### src/rtl/lsu_bus.sv
// lsu_bus: turns one RV32I core load/store into a single valid/ready bus
// transaction with byte enables, lane-replicated store data and load
// extension; reports misaligned, illegal-width and timed-out accesses.
// Ports: clk, reset (async, active-high); core side req/we/funct3/addr/wdata
// in, stall/done/rdata/fault/fault_cause out; bus side bus_valid/bus_we/
// bus_addr/bus_be/bus_wdata out, bus_ready/bus_rdata in.
module lsu_bus #(
    parameter int unsigned TIMEOUT = 255
) (
    input  logic        clk,
    input  logic        reset,
    input  logic        req,
    input  logic        we,
    input  logic [2:0]  funct3,
    input  logic [31:0] addr,
    input  logic [31:0] wdata,
    output logic        stall,
    output logic        done,
    output logic [31:0] rdata,
    output logic        fault,
    output logic [1:0]  fault_cause,
    output logic        bus_valid,
    input  logic        bus_ready,
    output logic        bus_we,
    output logic [31:0] bus_addr,
    output logic [3:0]  bus_be,
    output logic [31:0] bus_wdata,
    input  logic [31:0] bus_rdata
);

    typedef enum logic [1:0] {
        IDLE,
        BUS,
        RESP
    } state_t;

    localparam logic [7:0] TIMEOUT_W = 8'(TIMEOUT);

    state_t      state_q, state_d;
    logic        we_q, we_d;
    logic [31:0] addr_q, addr_d;
    logic [3:0]  be_q, be_d;
    logic [31:0] wdata_q, wdata_d;
    logic [2:0]  f3_q, f3_d;
    logic [1:0]  off_q, off_d;
    logic [7:0]  cnt_q, cnt_d;
    logic        fault_q, fault_d;
    logic [1:0]  cause_q, cause_d;
    logic [31:0] rdata_q, rdata_d;

    logic        illegal;
    logic        misalign;
    logic [3:0]  be_n;
    logic [31:0] wd_n;
    logic [31:0] shifted;
    logic [15:0] half;
    logic [31:0] ext;

    // Request decode: illegal is checked before misalignment.
    always_comb begin
        illegal  = (funct3 == 3'b011) || (funct3 == 3'b110) ||
                   (funct3 == 3'b111) || (we && funct3[2]);
        misalign = (funct3[1:0] == 2'b01 && addr[0]) ||
                   (funct3[1:0] == 2'b10 && addr[1:0] != 2'b00);
        be_n = 4'b1111;
        wd_n = wdata;
        unique case (funct3[1:0])
            2'b00: begin
                be_n = 4'b0001 << addr[1:0];
                wd_n = {4{wdata[7:0]}};
            end
            2'b01: begin
                be_n = 4'b0011 << addr[1:0];
                wd_n = {2{wdata[15:0]}};
            end
            default: begin
                be_n = 4'b1111;
                wd_n = wdata;
            end
        endcase
    end

    // Load extension from the saved lane offset.
    always_comb begin
        shifted = bus_rdata >> {off_q, 3'b000};
        half    = off_q[1] ? bus_rdata[31:16] : bus_rdata[15:0];
        ext     = bus_rdata;
        unique case (f3_q)
            3'b000:  ext = {{24{shifted[7]}}, shifted[7:0]};
            3'b100:  ext = {24'h0, shifted[7:0]};
            3'b001:  ext = {{16{half[15]}}, half};
            3'b101:  ext = {16'h0, half};
            default: ext = bus_rdata;
        endcase
    end

    always_comb begin
        state_d   = state_q;
        we_d      = we_q;
        addr_d    = addr_q;
        be_d      = be_q;
        wdata_d   = wdata_q;
        f3_d      = f3_q;
        off_d     = off_q;
        cnt_d     = cnt_q;
        fault_d   = fault_q;
        cause_d   = cause_q;
        rdata_d   = rdata_q;
        stall     = 1'b0;
        done      = 1'b0;
        bus_valid = 1'b0;
        unique case (state_q)
            IDLE: begin
                stall   = req;
                fault_d = 1'b0;
                cause_d = 2'b00;
                rdata_d = 32'h0;
                if (req) begin
                    if (illegal) begin
                        fault_d = 1'b1;
                        cause_d = 2'b11;
                        state_d = RESP;
                    end else if (misalign) begin
                        fault_d = 1'b1;
                        cause_d = 2'b01;
                        state_d = RESP;
                    end else begin
                        we_d    = we;
                        addr_d  = {addr[31:2], 2'b00};
                        be_d    = be_n;
                        wdata_d = wd_n;
                        f3_d    = funct3;
                        off_d   = addr[1:0];
                        cnt_d   = 8'd0;
                        state_d = BUS;
                    end
                end
            end
            BUS: begin
                stall     = 1'b1;
                bus_valid = 1'b1;
                if (bus_ready) begin
                    rdata_d = we_q ? 32'h0 : ext;
                    state_d = RESP;
                end else begin
                    // Exits on reaching TIMEOUT, so the counter never wraps.
                    cnt_d = cnt_q + 8'd1;
                    if (cnt_q + 8'd1 == TIMEOUT_W) begin
                        fault_d = 1'b1;
                        cause_d = 2'b10;
                        state_d = RESP;
                    end
                end
            end
            RESP: begin
                done    = 1'b1;
                state_d = IDLE;
            end
            default: state_d = IDLE;
        endcase
    end

    always_ff @(posedge clk or posedge reset) begin
        if (reset) begin
            state_q <= IDLE;
            we_q    <= 1'b0;
            addr_q  <= 32'h0;
            be_q    <= 4'h0;
            wdata_q <= 32'h0;
            f3_q    <= 3'b000;
            off_q   <= 2'b00;
            cnt_q   <= 8'd0;
            fault_q <= 1'b0;
            cause_q <= 2'b00;
            rdata_q <= 32'h0;
        end else begin
            state_q <= state_d;
            we_q    <= we_d;
            addr_q  <= addr_d;
            be_q    <= be_d;
            wdata_q <= wdata_d;
            f3_q    <= f3_d;
            off_q   <= off_d;
            cnt_q   <= cnt_d;
            fault_q <= fault_d;
            cause_q <= cause_d;
            rdata_q <= rdata_d;
        end
    end

    assign bus_we      = we_q;
    assign bus_addr    = addr_q;
    assign bus_be      = be_q;
    assign bus_wdata   = wdata_q;
    assign rdata       = rdata_q;
    assign fault       = fault_q;
    assign fault_cause = cause_q;

endmodule

### config.mk
export PLATFORM = sky130hd
export DESIGN_NAME = lsu_bus
export DESIGN_NICKNAME = d
export VERILOG_FILES = /design/src/rtl/lsu_bus.sv
export SDC_FILE = /design/constraint.sdc
export NUM_CORES = 1
export LEC_CHECK = 0
export CAP_MARGIN = 20
export CORE_MARGIN = 2
export CORE_UTILIZATION = 40
export DETAILED_ROUTE_END_ITERATION = 6
export PLACE_DENSITY = 0.73
export SETUP_SLACK_MARGIN = 0.05
export SLEW_MARGIN = 5
export SYNTH_ARGS = -nofsm -noshare
export SYNTH_HDL_FRONTEND = slang
export SYNTH_SLANG_ARGS = --single-unit
### constraint.sdc
create_clock -name clk -period 5.1 [get_ports clk]
set_input_delay 0.765 -clock clk [delete_from_list [all_inputs] [get_ports clk]]
set_output_delay 0.765 -clock clk [all_outputs]
set_load 0.05 [all_outputs]
* Yosys cells after proc, flatten, opt, wreduce, memory -nomap -nowiden
Cells that the tools add are included.
** Operators by class
- Add/subtract/negate cells :: 1
- $mul :: 0
- Divide/modulo/power cells :: 0
- $lt $le $gt $ge :: 0
- Equality and inequality tests :: 18
- Shift operators :: 3
- Muxes and demuxes :: 32
- Bitwise logic cells :: 2
- Reductions and logical operators :: 17
** Operators by type and width (number)
- case mux 32 bit (2 select lines) :: 2
- case mux 32 bit (4 select lines) :: 1
- two-way mux 32 bit :: 2
- two-way mux 8 bit :: 4
- right shift 32 x 5 -> 8 bit :: 1
- two-way mux 16 bit :: 1
- two-way mux 2 bit :: 8
- case mux 8 bit (2 select lines) :: 1
- == test 3 bit, second input constant :: 4
- inequality test 2 bit, second input constant :: 6
- adder 8 x 1 -> 8 bit, second input constant :: 1
- == test 8 bit, second input constant :: 1
- two-way mux 1 bit :: 8
- case mux 2 bit (2 select lines) :: 2
- case mux 4 bit (2 select lines) :: 1
- AND reduction 5 bit :: 1
- == test 2 x 1 -> 1 bit, second input constant :: 2
- == test 2 bit, second input constant :: 2
- zero test 2 bit :: 2
- logical OR 1 bit :: 4
- case mux 1 bit (2 select lines) :: 2
- AND reduction 2 bit :: 2
- AND reduction 4 bit :: 1
- nonzero test 2 bit :: 2
- other kinds (9) :: 12
** Word-level totals
- Register bits :: 117
- Bits in latches :: 0
- Bits in writable memories :: 0
- ROM bits :: 0
- Bits of input ports :: 104
- Output and inout bits :: 107
- Word-level logic and storage cells :: 84
- Memories kept :: 0

* Longest topological paths before layout
- Depth after elaboration :: 7
- Gate-level depth with buffers :: 7
- Depth with buffers taken out :: 5

* Worst setup path before layout
OpenSTA, ideal clock, no wires.
- Path type :: input -> output
- Start point :: input req
- End point :: output stall
- Arrival :: 1.438 ns
- Path slack :: 2.897 ns
- Cell stages on the path :: 2
- Path buffers :: 0
- Path through :: nor2_1 -> nor2_1
** On the way
- Cells in the longest elaborated chain, start to end :: 1
** Ends and longest elaborated chain
- start: declaration :: RTL line 12 : input logic req,
- case mux 1 bit (2 select lines) :: RTL line 112 : unique case (state_q)
- end: declaration :: RTL line 17 : output logic stall,
Every way passes these cells.

* Worst setup path after layout
Same ends and word-level chain as after synthesis.

==> run metrics <==
Gate power share 45.2%; Syn Inst Count 508; Setup crit start kind input port; final setup violation count 0; Reg area 2930 sq um; xor-xnor portion of the synthesized cell area 0.151%; antenna violations before repair 0; ant diodes 0; Peak VDD IR 0.000374 V; sw frac 42.5%; Final Max Tran Viols 0; Area Growth Syn to Fin 47.1%; max-cap check violation count 0; top sig layer met4; syn_area_per_cell 11.4 sq um; grt ovf 0; Clk pwr share 24.1%; Initial Util 40.4%; worst path arrival time 2.32 ns; Adder-Cell Fraction of Synth Area 0.431%; gr usage total 21.5%; fin util 59.4%; number of flops mapped to enable cells by yosys 0; Root Buffer clkbuf_16; Layout fillers 1188; vias in the first global route 5062; Sw Pwr 0.00197 W; RSZ-0062 raised after global routing no; commonest non-fill, non-tap cell in the layout clkdlybuf4s50_1; post-synthesis compound-gate area fraction 16.9%; share of layout cells above drive strength 1 12.7%; final hold viol count 0; CP max FO 6; first-pass GRT wire length 26400 um; final WL 16400 um; Hold WS 0.475 ns; Crit path required time 4.34 ns; ys async rst share 100%; Clock Path Buffers 2; Via density 5.37; TritonCTS Sinks 117; Max Clock Freq 324 MHz; CP Capture Type output pin; met1 wire length 6760 um; YS warnings 0; predominant post-synthesis flop cell dfrtp_1; nets 808; internal power 0.00267 W; sequential share of power 30.7%; P per Cell Area 544 nW/um^2; die extent in x 124 um; cell count after placement 865; # Post-CTS Setup Buffers 0; TritonCTS clock tree built; WS Path Type input port to output pin; DR iter-0 viols 346; TritonCTS buffer count 17; Max transition margin 38.1%; multiplexer share of the synthesized area 16.8%; area of the multi-input gates 2590 sq um; Final min period 3.09 ns; combinational family with the most area after synthesis compound AO/OA/AOI/OAI gates; Final GP Congestion 0.838; DRT Pass-1 Iters 4; Synth cell types 57; Post-DRT Antenna Nets 0; post-CTS resize count 0; Leakage Power 3.75 nW; worst-margin pin slew 0.925 ns; wire length on met3 1630 um; Die Ht 124 um; Worst Hold Class flip-flop to flip-flop; Vias 4827; Yosys reg bits 117; Non-Filler Instances 899; Routed WL per cell 18.3 um; post-synthesis simple-gate area fraction 10.2%; sequential-to-total area share from yosys stat 50.5%; most frequent cells in the layout clkdlybuf4s50_1, dfrtp_1, nand2_1; mapped cell area 5800 sq um; detailed placement HPWL 11700 um; Clk Latency, worst-skew pair 0.42 ns; fin crit share 60.6%; cts-stage hold buffer count 0; htree depth 4; setup TNS 0 ns; met2 wire length 7630 um; # rows 44; residual DRC count 0; clock-pin slew on the worst setup and hold paths 0.05 ns; # port buffers 208; IO Count 211; largest net degree at the start of global routing 103; full die area 15500 sq um; outcome complete, no violations; Clock Skew 0.00720 ns; Core ar. 14400 sq um
-- cell type report --
| cell class | count | share of cell area, % |
|---|---|---|
| clock inverter | 15 | 1.54 |
| inverter | 14 | 0.645 |
| sequential | 117 | 34.3 |
| clock buffer | 17 | 4.98 |
| timing repair buffer | 214 | 25.5 |
| tap | 184 | 2.70 |
| multi-input combinational | 338 | 30.3 |
-- power by group through the flow --
| stage | clock (W) | sequential, W | combinational, W |
|---|---|---|---|
| 5_1_grt | 0.00119 | 0.00147 | 0.00220 |
| 6_report | 0.00112 | 0.00143 | 0.00210 |
| 2_1_floorplan | 0 | 0.00217 | 0.000628 |
| 3_5_place_dp | 0 | 0.00143 | 0.00210 |
| 4_1_cts | 0.00115 | 0.00143 | 0.00210 |
| 3_3_place_gp | 0 | 0.00142 | 0.00207 |
-- cell families (layout without fill, tap and decap cells) --
family	Yosys count	in the layout
mux	73	73
flops	117	117
buf+inv	54	260
other cells	1	2
simple gates	121	121
fa+ha+maj	2	2
xor+xnor	1	1
compound gates	139	139
-- critical path, stage by stage --
cell	delay [ns]
clkdlybuf4s50_1	0.58
nor2_1	0.06
nor2_1	0.10
clkdlybuf4s50_1	0.81
-- layer usage --
layer	vias up	GRT usage [%]
li1	2239	-
met1	2352	25.9
met2	205	33.7
met3	31	9.66
met4	0	8.20
met5	-	0
-- final timing paths --
kind	start	end	slack (ns)	cells past startpoint
setup / recovery	req	stall	2.01	4
hold / removal	bus_wdata[30]	bus_wdata[30]	0.47	2
setup reg to reg	state_q[0]	rdata[22]	2.88	4
hold reg to reg	bus_wdata[30]	bus_wdata[30]	0.47	2
max in group asynchronous	reset	rdata[12]	3.35	4
min in group asynchronous	reset	bus_addr[2]	0.66	2
-- cells in the mapped netlist, types with 7 or more instances --
cell type / count / area [sq um]
dfrtp_1: 117 / 2930
nand2_1: 42 / 158
mux2_4: 40 / 601
o21ai_0: 39 / 195
mux2i_1: 26 / 260
a221o_1: 23 / 230
a21oi_1: 22 / 110
nor2_1: 21 / 78.8
nand3_1: 17 / 85.1
o21ai_1: 17 / 85.1
buf_2: 14 / 70.1
clkbuf_1: 14 / 52.6
inv_1: 14 / 52.6
a22o_1: 10 / 87.6
buf_6: 8 / 90.1
nor2b_1: 8 / 50.1
nor3_1: 7 / 35.0
-- stage by stage --
| step | area [sq um] | total power [W] | setup slack, ns |
|---|---|---|---|
| finish | 8540 | 0.00465 | 2.01 |
| global route | 8540 | 0.00486 | 1.97 |
| CTS | 8480 | 0.00467 | 2.03 |
| detailed placement | 7930 | 0.00352 | 2.03 |
| global placement | 7930 | 0.00349 | 2.04 |
| floorplan | 5810 | 0.00280 | 1.23 |
-- sequential cells by signal, indices dropped and copies added (netlist names) --
| signal | cells |
|---|---|
| f3_q | 3 |
| rdata | 32 |
| state_q | 2 |
| cnt_q | 8 |
| fault | 1 |
| bus_be | 4 |
| bus_addr | 30 |
| fault_cause | 2 |
| bus_we | 1 |
| bus_wdata | 32 |
| off_q | 2 |
No activity file was read; power rests on OpenSTA's default activity.
